**config.mk**
```make
export PLATFORM = sky130hd
export DESIGN_NAME = filtered_ram_swap_control
export DESIGN_NICKNAME = d
export VERILOG_FILES = /design/src/rtl/filtered_ram_swap_control_pkg.sv /design/src/rtl/filtered_ram_swap_control_bank.sv /design/src/rtl/filtered_ram_swap_control.sv
export SDC_FILE = /design/constraint.sdc
export NUM_CORES = 1
export LEC_CHECK = 0
export ABC_AREA = 1
export CORE_MARGIN = 2
export CORE_UTILIZATION = 61
export CTS_CLUSTER_DIAMETER = 80
export DETAILED_ROUTE_END_ITERATION = 10
export PLACE_DENSITY = 0.81
export SLEW_MARGIN = 5
export SYNTH_ARGS = -nofsm -noshare
export SYNTH_HDL_FRONTEND = slang
export SYNTH_HIERARCHICAL = 1
export SYNTH_SLANG_ARGS = --single-unit
```
**constraint.sdc**
```tcl
create_clock -name clk -period 2.8 [get_ports clk]
set_input_delay 0.56 -clock clk [delete_from_list [all_inputs] [get_ports clk]]
set_output_delay 0.56 -clock clk [all_outputs]
set_load 0.05 [all_outputs]
```
**src/rtl/filtered_ram_swap_control_pkg.sv**
```systemverilog
`default_nettype none
// ============================================================================
// filtered_ram_swap_control_pkg
// Shared widths, bank depth and swap-control state encoding.
// Revision: 1.0
// ============================================================================
package filtered_ram_swap_control_pkg;

    localparam int c_ANGLE_LEN  = 9;
    localparam int c_S_LEN      = 4;
    localparam int c_DATA_LEN   = 16;
    localparam int c_BANK_DEPTH = 2 ** (c_S_LEN - 1);

    // Encoding is {cur_valid, pend_full}
    typedef enum logic [1:0] {
        EMPTY_S          = 2'b00,
        PENDING_S        = 2'b01,
        ACTIVE_S         = 2'b10,
        ACTIVE_PENDING_S = 2'b11
    } frsc_state_t;

endpackage
`default_nettype wire

```
**src/rtl/filtered_ram_swap_control_bank.sv**
```systemverilog
`default_nettype none
// ============================================================================
// filtered_ram_bank
// One projection bank: single write port, two registered range-checked reads.
// Revision: 1.0
// ============================================================================
module filtered_ram_bank
    import filtered_ram_swap_control_pkg::*;
#(
    parameter int S_LEN    = c_S_LEN,
    parameter int DATA_LEN = c_DATA_LEN
) (
    input  logic                clk,
    input  logic                reset_n,
    input  logic                i_we,
    input  logic [S_LEN-2:0]    i_waddr,
    input  logic [DATA_LEN-1:0] i_wdata,
    input  logic [S_LEN-1:0]    i_raddr0,
    input  logic [S_LEN-1:0]    i_raddr1,
    output logic [DATA_LEN-1:0] o_rdata0,
    output logic [DATA_LEN-1:0] o_rdata1
);

    localparam int DEPTH = 2 ** (S_LEN - 1);

    logic [DATA_LEN-1:0] r_mem [DEPTH];
    logic [DATA_LEN-1:0] r_rd0;
    logic [DATA_LEN-1:0] r_rd1;

    // A signed index is in range exactly when its sign bit is clear
    logic w_ok0;
    logic w_ok1;
    assign w_ok0 = ~i_raddr0[S_LEN-1];
    assign w_ok1 = ~i_raddr1[S_LEN-1];

    always_ff @(posedge clk) begin
        if (i_we) begin
            r_mem[i_waddr] <= i_wdata;
        end
    end

    always_ff @(posedge clk or negedge reset_n) begin
        if (!reset_n) begin
            r_rd0 <= '0;
            r_rd1 <= '0;
        end else begin
            r_rd0 <= w_ok0 ? r_mem[i_raddr0[S_LEN-2:0]] : '0;
            r_rd1 <= w_ok1 ? r_mem[i_raddr1[S_LEN-2:0]] : '0;
        end
    end

    assign o_rdata0 = r_rd0;
    assign o_rdata1 = r_rd1;

endmodule
`default_nettype wire

```
**src/rtl/filtered_ram_swap_control.sv**
```systemverilog
`default_nettype none
// ============================================================================
// filtered_ram_swap_control
// Double-buffered filtered-projection RAM with next-angle swap handshake.
// Revision: 1.0
// ============================================================================
module filtered_ram_swap_control
    import filtered_ram_swap_control_pkg::*;
#(
    parameter int ANGLE_LEN = c_ANGLE_LEN,
    parameter int S_LEN     = c_S_LEN,
    parameter int DATA_LEN  = c_DATA_LEN
) (
    input  logic                 clk,
    input  logic                 reset_n,
    input  logic                 flt_valid,
    output logic                 flt_ready,
    input  logic [ANGLE_LEN-1:0] flt_angle,
    input  logic [S_LEN-2:0]     flt_s,
    input  logic [DATA_LEN-1:0]  flt_val,
    input  logic                 flt_last,
    input  logic                 fr_next_angle,
    output logic                 fr_next_angle_ack,
    output logic                 fr_has_next_angle,
    output logic [ANGLE_LEN-1:0] fr_angle,
    input  logic [S_LEN-1:0]     fr0_s_val,
    input  logic [S_LEN-1:0]     fr1_s_val,
    output logic [DATA_LEN-1:0]  fr0_val,
    output logic [DATA_LEN-1:0]  fr1_val
);

    frsc_state_t          r_state;
    frsc_state_t          w_state_next;
    logic                 r_rd_sel;
    logic                 r_rd_sel_d;
    logic                 r_cur_valid_d;
    logic [ANGLE_LEN-1:0] r_pend_angle;
    logic [ANGLE_LEN-1:0] r_fr_angle;

    logic w_cur_valid;
    logic w_pend_full;
    logic w_accept;
    logic w_accept_last;
    logic w_ack;
    logic w_we0;
    logic w_we1;
    logic [DATA_LEN-1:0] w_b0_rd0, w_b0_rd1, w_b1_rd0, w_b1_rd1;

    assign w_cur_valid   = r_state[1];
    assign w_pend_full   = r_state[0];
    assign flt_ready     = reset_n && !w_pend_full;
    assign w_accept      = flt_valid && flt_ready;
    assign w_accept_last = w_accept && flt_last;
    assign w_ack         = fr_next_angle && w_pend_full;
    assign w_we0         = w_accept && r_rd_sel;
    assign w_we1         = w_accept && !r_rd_sel;

    always_comb begin
        w_state_next = r_state;
        case (r_state)
            EMPTY_S:          if (w_accept_last) w_state_next = PENDING_S;
            PENDING_S:        if (w_ack)         w_state_next = ACTIVE_S;
            ACTIVE_S:         if (w_accept_last) w_state_next = ACTIVE_PENDING_S;
            ACTIVE_PENDING_S: if (w_ack)         w_state_next = ACTIVE_S;
            default:                             w_state_next = EMPTY_S;
        endcase
    end

    // Read-path select and validity are delayed one cycle so a read sampled
    // before a swap edge still returns the bank that was current at sample time.
    always_ff @(posedge clk or negedge reset_n) begin
        if (!reset_n) begin
            r_state       <= EMPTY_S;
            r_rd_sel      <= 1'b0;
            r_rd_sel_d    <= 1'b0;
            r_cur_valid_d <= 1'b0;
            r_pend_angle  <= '0;
            r_fr_angle    <= '0;
        end else begin
            r_state       <= w_state_next;
            r_rd_sel_d    <= r_rd_sel;
            r_cur_valid_d <= w_cur_valid;
            if (w_accept_last) begin
                r_pend_angle <= flt_angle;
            end
            if (w_ack) begin
                r_rd_sel   <= !r_rd_sel;
                r_fr_angle <= r_pend_angle;
            end
        end
    end

    filtered_ram_bank #(.S_LEN(S_LEN), .DATA_LEN(DATA_LEN)) u_bank0 (
        .clk      (clk),
        .reset_n  (reset_n),
        .i_we     (w_we0),
        .i_waddr  (flt_s),
        .i_wdata  (flt_val),
        .i_raddr0 (fr0_s_val),
        .i_raddr1 (fr1_s_val),
        .o_rdata0 (w_b0_rd0),
        .o_rdata1 (w_b0_rd1)
    );

    filtered_ram_bank #(.S_LEN(S_LEN), .DATA_LEN(DATA_LEN)) u_bank1 (
        .clk      (clk),
        .reset_n  (reset_n),
        .i_we     (w_we1),
        .i_waddr  (flt_s),
        .i_wdata  (flt_val),
        .i_raddr0 (fr0_s_val),
        .i_raddr1 (fr1_s_val),
        .o_rdata0 (w_b1_rd0),
        .o_rdata1 (w_b1_rd1)
    );

    assign fr0_val           = r_cur_valid_d ? (r_rd_sel_d ? w_b1_rd0 : w_b0_rd0) : '0;
    assign fr1_val           = r_cur_valid_d ? (r_rd_sel_d ? w_b1_rd1 : w_b0_rd1) : '0;
    assign fr_next_angle_ack = w_ack;
    assign fr_has_next_angle = w_pend_full;
    assign fr_angle          = r_fr_angle;

endmodule
`default_nettype wire

```
-- Word-level counts from Yosys, hierarchy flattened
Memory sizes are Yosys's and may differ from the RTL's.
Cells that the tools add are included.
- RAM bits: 256
- register bits: 87
- logic and storage cells: 45
- memories: 2
- equal/unequal tests: 6
- muxes and demuxes: 16
- reductions and logical operators: 11
- memory list (name ; words ; bits a word ; read ports ; clocked after memory_dff ; wr ports ; RTL line ; text):
    u_bank0.r_mem ; 8 ; 16 ; 2 ; 0 ; 1 ; filtered_ram_swap_control_bank.sv:26 ; logic [DATA_LEN-1:0] r_mem [DEPTH];
    u_bank1.r_mem ; 8 ; 16 ; 2 ; 0 ; 1 ; filtered_ram_swap_control_bank.sv:26 ;
- operators by type and width (kind ; count):
    16-bit two-way mux ; 8
    1-bit logical AND ; 6
    2-bit two-way mux ; 3
    2-bit one-hot mux with 3 select lines ; 1
    2-bit equality test, second input constant ; 2
    1-bit two-way mux ; 4
    2-bit inequality test, second input constant ; 2
    3-bit AND reduction ; 1
    2-bit by 1-bit equality test with 1-bit output, second input constant ; 1
    1-bit zero test ; 2
    2-bit zero test ; 1
    2-bit by 1-bit inequality test with 1-bit output, second input constant ; 1
    2-bit OR reduction ; 1

-- Longest topological paths before layout
Gate-level depths: netlist of the first run.
- depth in word-level cells: 6
- depth in mapped cells: 7
- mapped depth without buffers: 6

-- Cells and area by module
The synthesis of the first run kept the hierarchy.
- modules (own cells, without submodules) (module ; seq. area each (sq um) ; cells each ; area an instance (sq um) ; instances):
    filtered_ram_bank ; 4644.5 ; 903 ; 7846.3 ; 2
    filtered_ram_swap_control ; 575.6 ; 202 ; 1403.8 ; 1

-- Worst setup path before layout of the first run
OpenSTA, ideal clock, no wires.
- path kind: register to register
- from: reg r_state[0]
- to: mem u_bank0/r_mem[1][0] (netlist name) (enable)
- slack: 599 ps
- data arrival time: 1813 ps
- setup time: 388 ps
- required time: 2412 ps
- path buffers: 0
- cell stages (with the launch flop): 6
- path through: dfrtp_1 -> nor2_2 -> nand2_1 -> nor2_1 -> nand2_1 -> nor2_1
- word-level cells in the longest chain between the ends: 6
- ends and longest elaborated chain (element ; RTL line ; text):
    from (decl) ; filtered_ram_swap_control.sv:32 ; frsc_state_t r_state;
    from (signal assigned) ; filtered_ram_swap_control.sv:80 ; r_state <= w_state_next;
    1-bit zero test ; filtered_ram_swap_control.sv:51 ; assign flt_ready = reset_n && !w_pend_full;
    1-bit logical AND ; filtered_ram_swap_control.sv:51 ;
    1-bit logical AND ; filtered_ram_swap_control.sv:52 ; assign w_accept = flt_valid && flt_ready;
    1-bit logical AND ; filtered_ram_swap_control.sv:55 ; assign w_we0 = w_accept && r_rd_sel;
    named net w_we0 ; filtered_ram_swap_control.sv:45 ; logic w_we0;
    1-bit two-way mux ; filtered_ram_swap_control_bank.sv:37 ; if (i_we) begin
    1-bit two-way mux (implied by the code) ; filtered_ram_swap_control_bank.sv:38 ; r_mem[i_waddr] <= i_wdata;
    to (decl) ; filtered_ram_swap_control_bank.sv:26 ;
The timed path passes the listed nets, and every way through them passes these cells.

-- Worst setup path in the final report of the first run
- from: reg r_cur_valid_d
- to: out fr0_val[11]
- word-level cells in the longest chain between the ends: 1
- ends and longest elaborated chain (element ; RTL line ; text):
    from (decl) ; filtered_ram_swap_control.sv:36 ; logic r_cur_valid_d;
    from (signal assigned) ; filtered_ram_swap_control.sv:82 ; r_cur_valid_d <= w_cur_valid;
    16-bit two-way mux ; filtered_ram_swap_control.sv:117 ; assign fr0_val = r_cur_valid_d ? (r_rd_sel_d ? w_b1_rd0 : w_b0_rd0) : '0;
    to (decl) ; filtered_ram_swap_control.sv:28 ; output logic [DATA_LEN-1:0] fr0_val,
No other way between the ends.

==> results.md, run 1 <==
* Status: complete, no violations
* Mapped Area at 17100 µm²
* CTS tree: built
* Initial antenna violation count at 0
* Die area at 29400 µm²
* CP Launch Type: flip-flop
* Final wirelength at 46500 µm
* Crit share post-route at 96.4%
* Input/output buffers at 84
* GRT Residual Overflow at 0
* Reg2reg start: r_state[0]
* Commonest cells post-synth: nand2_1, nand3_1, inv_1
* First-pass GRT wire length at 70800 µm
* Vias per cell at 5.75
* GR Util All Layers at 31.7%
* WP buf/inv at 1
* Core outline area at 27700 µm²
* Switch Pwr at 0.00461 W
* Most frequent cell after synthesis: nand2_1
* WP data arrival at 2.14 ns
* MaxCap Viol Count at 0
* Async SR Flop Fraction at 25.4%
* Setup-failing EPs final at 0
* Mapped Cells at 2008
* Placed cells at 2408
* Critical-path top delay cell: dfrtp_1
* Root Driver: clkbuf_16
* First-pass DRT Iterations at 7
* Netlist cell types at 21
* Clock Skew at 0.0165 ns
* Number of synthesized flops with an enable pin at 256
* Clock slew seen by the registers of the worst setup and hold paths at 0.06 ns
* H-tree levels at 2
* DRC at 0
* Clock buffer depth at 3
* Combinational share of power at 25.4%
* Largest net degree at the start of global routing at 75
* Number of cell rows at 61
* Critical setup path kind: reg2out
* Critical Path, Cell by Cell: o21ai_0, nor2_1, buf_12
* Slew HR at 34.9%
* DR vias at 14230
* Placement Setup Slack at 0.397 ns
* Switching Share at 32.8%
* Synth Flop Type: edfxtp_1
* Yosys top cell by area: edfxtp_1
* Placed cell areas at 17900 µm²
* IO Pins at 85
* Max Fclk at 370 MHz
* GPL Wtd Cong at 0.902
* Leak at 8.99 nW
* Yosys warns at 6
* Hold Crit Class: reg2reg
* Min Tclk post-route at 2.70 ns
* Wire length per cell at 18.8 µm
* Register bit total from synthesis at 343
* Tightest Pin Transition at 0.976 ns
* Die H at 171 µm
* Final Worst Setup Slack at 0.101 ns
* Int Power at 0.00942 W
* Worst vdd ir at 0.893 mV
* Min-delay src: r_state[1]
* Final cell count without fillers at 2473
* Sequential Power Share at 41.8%
* Required time of the critical path at 2.24 ns
* Crit path launch: r_cur_valid_d
* CP delay by family, top: flip-flops
* Syn Nets at 2049
* Post-synthesis sequential area ratio at 57.7%
* Layout Nets at 2110
* Layout cells sized above 1 at 8.11%
* Clock network fraction of total power at 32.8%
* RSZ-0062 raised after global routing: false
* Final instance area at 19100 µm²
* Starting Density at 61.7%
* Vias in the first global route at 13544
* Top-area cell type share of the netlist area at 45.0%
* Antenna diodes at 0
* CTS sink count at 343
* Skew-Pair Late Insertion Delay at 0.52 ns
* Power density cells at 735 nW/µm²
* Synth top area cells: edfxtp_1, nand2_1, dfrtp_1
* Die width at 171 µm
* Area growth from synthesis to layout at 11.6%
* Critical path peak fanout at 21
* Syn_area_per_cell at 8.51 µm²
* Max-slew violation count at 0
* Detailed placement HPWL at 28700 µm
* TNS Setup at 0 ns
* Worst path max stage delay at 0.72 ns
* CTS buffer count at 36
* DRT antenna net count at 0
* Final hold vios at 0
* DRT iter0 DRCs at 1851
* Worst Setup End Kind: output port
-- final cells by class --
cell class / count / area [µm²]
tap: 378 / 473
clock buffer: 49 / 1000
clock inverter: 15 / 129
inverter: 279 / 1050
sequential: 343 / 9860
timing repair buffer: 133 / 1240
fill: 2101 / 8630
multi-input combinational: 1276 / 5320
-- power groups by stage --
stage | logic (W) | clock network [W] | registers (W)
final | 0.00356 | 0.00460 | 0.00587
after global routing | 0.00377 | 0.00482 | 0.00589
after CTS | 0.00352 | 0.00463 | 0.00587
after detailed placement | 0.00350 | 0 | 0.00597
after global placement | 0.00345 | 0 | 0.00596
after floorplan | 0.00216 | 0 | 0.00615
-- cells in the final DEF (no fill, tap or decap), drive strengths merged --
cell and count:
buf 89, bufinv 2, clkbuf 49, clkdlybuf4s50 43, clkinv 11, clkinvlp 2
dfrtp 87, dlygate4sd3 1, edfxtp 256, inv 279, nand2 701, nand3 320
nand4 10, nor2 211, o21ai 32, or2 1, xor2 1
-- path summary, 6_finish.rpt --
path                                             to  slack (ns)  cells past startpoint
worst max-delay path                    fr0_val[11]        0.10                      3
worst min-delay path                  r_cur_valid_d        0.37                      0
worst max register to register  u_bank0/r_mem[5][9]        0.79                      6
worst min register to register        r_cur_valid_d        0.37                      0
max in group asynchronous       u_bank0/o_rdata1[2]        1.13                      3
min in group asynchronous           r_pend_angle[7]        0.45                      2
-- layer usage --
metal,GRT usage [%],vias to the layer above,share of wire [%]
li1,-,6429,-
met1,42.6,6637,38
met2,50.6,1018,47
met3,5.87,146,12
met4,14.8,0,3.7
met5,0,-,0
-- sequential cells by signal, indices dropped and copies added (netlist names) --
name and count:
fr_angle 9, u_bank0/o_rdata0 16, r_rd_sel 1, r_cur_valid_d 1, u_bank1/o_rdata0 16, u_bank1/r_mem 128
u_bank0/r_mem 128, u_bank1/o_rdata1 16, u_bank0/o_rdata1 16, r_pend_angle 9, r_rd_sel_d 1, r_state 2
-- logic make-up after synthesis --
family	synth area share, %
simple gates	29.9
buf+inv	11.4
xor+xnor	0.0512
compound gates	0.937
flops	57.7
-- timing repair --
action | in CTS | in global routing
hold buffers | 1 | 0
resized for setup | 0 | 0
hold endpoints to repair | 14 | 0
setup buffers | 0 | 0
-- stage by stage --
stage	utilization, %	hold WS (ns)	total power, W
floorplan	-	0.264	0.00831
global placement	64.7	0.360	0.00942
detailed placement	64.7	0.354	0.00947
CTS	68.8	0.370	0.0140
global route	68.8	0.394	0.0145
finish	68.8	0.369	0.0140
Power figures use the tool's default switching activity.
==> inputs of run 2 (changes only) <==
--- a/config.mk
+++ b/config.mk
@@ -11,6 +11,7 @@
 export CTS_CLUSTER_DIAMETER = 80
 export DETAILED_ROUTE_END_ITERATION = 10
 export PLACE_DENSITY = 0.81
+export REMOVE_ABC_BUFFERS = 1
 export SLEW_MARGIN = 5
 export SYNTH_ARGS = -nofsm -noshare
 export SYNTH_HDL_FRONTEND = slang
==> run 2 against run 1 <==
The flow now finishes with violations (DRC); wire length rose by 0.82%; critical path depth is 1 higher; non-clock buffer count unchanged; core utilization increased by 0.11 points; critical path type unchanged; largest power group unchanged; highest routed layer unchanged.
==> results.md, run 2 (synthesized netlist as in run 1, its figures left out) <==
* Vias per cell at 5.78
* First-pass DRT Iterations at 9
* Largest net degree at the start of global routing at 65
* Max-slew violation count at 0
* Number of cell rows at 61
* TNS Setup at 0 ns
* Final wirelength at 46900 µm
* Hold Crit Class: in2async
* Critical path peak fanout at 32
* Worst vdd ir at 0.847 mV
* Most common cell after layout, fill and taps aside: nand2_1
* Slew HR at 47.3%
* DRC at 2
* DRT antenna net count at 0
* Leak at 9.03 nW
* CP Launch Type: flip-flop
* Placed cells at 2409
* Final cell count without fillers at 2475
* GRT Residual Overflow at 0
* Status: finished with violations
* Most frequent cells in the layout: nand2_1, nand3_1, inv_1
* DR vias at 14295
* Max Fclk at 388 MHz
* Root Driver: clkbuf_16
* CTS tree: built
* Clock slew seen by the registers of the worst setup and hold paths at 0.06 ns
* Required time of the critical path at 2.24 ns
* Starting Density at 61.7%
* Worst hold slack at 0.109 ns
* Top Registers: u_bank0/r_mem: 128 flops, u_bank1/r_mem: 128 flops
* Detailed placement HPWL at 28900 µm
* Final core occ at 69.0%
* Input/output buffers at 84
* Worst Setup End Kind: output port
* Number of fill cells at 2071
* Tightest Pin Transition at 0.789 ns
* Clock buffer depth at 3
* GR Util All Layers at 32.1%
* Core outline area at 27700 µm²
* CTS sink count at 343
* Power density cells at 744 nW/µm²
* First-pass GRT wire length at 72200 µm
* Layout cells sized above 1 at 8.49%
* RSZ-0062 raised after global routing: false
* Skew-Pair Late Insertion Delay at 0.52 ns
* Area growth from synthesis to layout at 11.7%
* Layout Nets at 2111
* H-tree levels at 2
* Critical setup path kind: reg2out
* Wire length per cell at 18.9 µm
* Min Tclk post-route at 2.58 ns
* Initial antenna violation count at 1
* Post-CTS setup buffers at 0
* Vias in the first global route at 13642
* Failing checks: DRC
* IO Pins at 85
* Setup-failing EPs final at 0
* MaxCap Viol Count at 0
* CTS buffer count at 37
* Die H at 171 µm
* WP data arrival at 2.02 ns
* Clock Skew at 0.0186 ns
* Final hold vios at 0
* Crit share post-route at 92.1%
* Die width at 171 µm
* GPL Wtd Cong at 0.893
* DRT iter0 DRCs at 2026
* Die area at 29400 µm²
==> run 2: metrics by stage <==
step | instance area (µm²) | total power [W] | setup slack [ns]
detailed placement | 17900 | 0.00942 | 0.397
floorplan | 16200 | 0.00804 | 0.00616
CTS | 19100 | 0.0142 | 0.0675
finish | 19100 | 0.0142 | 0.220
global route | 19100 | 0.0147 | 0.132
global placement | 17900 | 0.00937 | 0.404
==> run 2: repair_timing <==
item | in CTS | in global routing
endpoints found under the hold margin | 0 | 0
hold buffers | 0 | 0
gates resized for setup | 0 | 1
setup endpoints to repair | 0 | 8
==> run 2: layout make-up <==
type | count | area (µm²) | share of cell area (%)
sequential | 343 | 9870 | 51.6
multi-input combinational | 1276 | 5320 | 27.9
timing repair buffer | 133 | 1180 | 6.20
clock buffer | 49 | 1050 | 5.51
inverter | 279 | 1050 | 5.48
tap | 378 | 473 | 2.48
clock inverter | 16 | 156 | 0.819
antenna | 1 | 2.50 | 0.0131
==> run 2: power breakdown <==
part	leakage, nW	total (W)	internal [W]	switching, W
sequential	3.40	0.00587	0.00574	0.000127
clock	0.605	0.00485	0.00292	0.00194
combinational	5.02	0.00349	0.000942	0.00255
==> run 2: final timing paths <==
| kind | startpoint | to | slack [ns] | cells after the start |
|---|---|---|---|---|
| setup / recovery | r_rd_sel_d | fr0_val[8] | 0.22 | 4 |
| hold / removal | reset_n | u_bank0/o_rdata0[14] | 0.11 | 2 |
| setup reg to reg | r_state[0] | u_bank0/r_mem[7][10] | 0.78 | 6 |
| hold reg to reg | r_state[1] | r_cur_valid_d | 0.40 | 0 |
| max in group asynchronous | reset_n | u_bank1/o_rdata0[12] | 1.60 | 3 |
| min in group clk | fr1_s_val[2] | u_bank0/o_rdata1[3] | 0.38 | 3 |
==> run 2: worst max-delay path, cell delays in order (launching register included) <==
cell and delay [ns]:
dfrtp_1 0.39, inv_2 0.48, nor2_1 0.16, nor2_1 0.23
buf_4 0.24
==> run 2: per-layer routing <==
layer / vias to the layer above / GRT usage (%) / wire length, µm
li1: 6435 / - / -
met1: 6598 / 41.9 / 16700
met2: 1081 / 52.6 / 22400
met3: 181 / 5.55 / 5680
met4: 0 / 15.9 / 2100
met5: - / 0 / 0
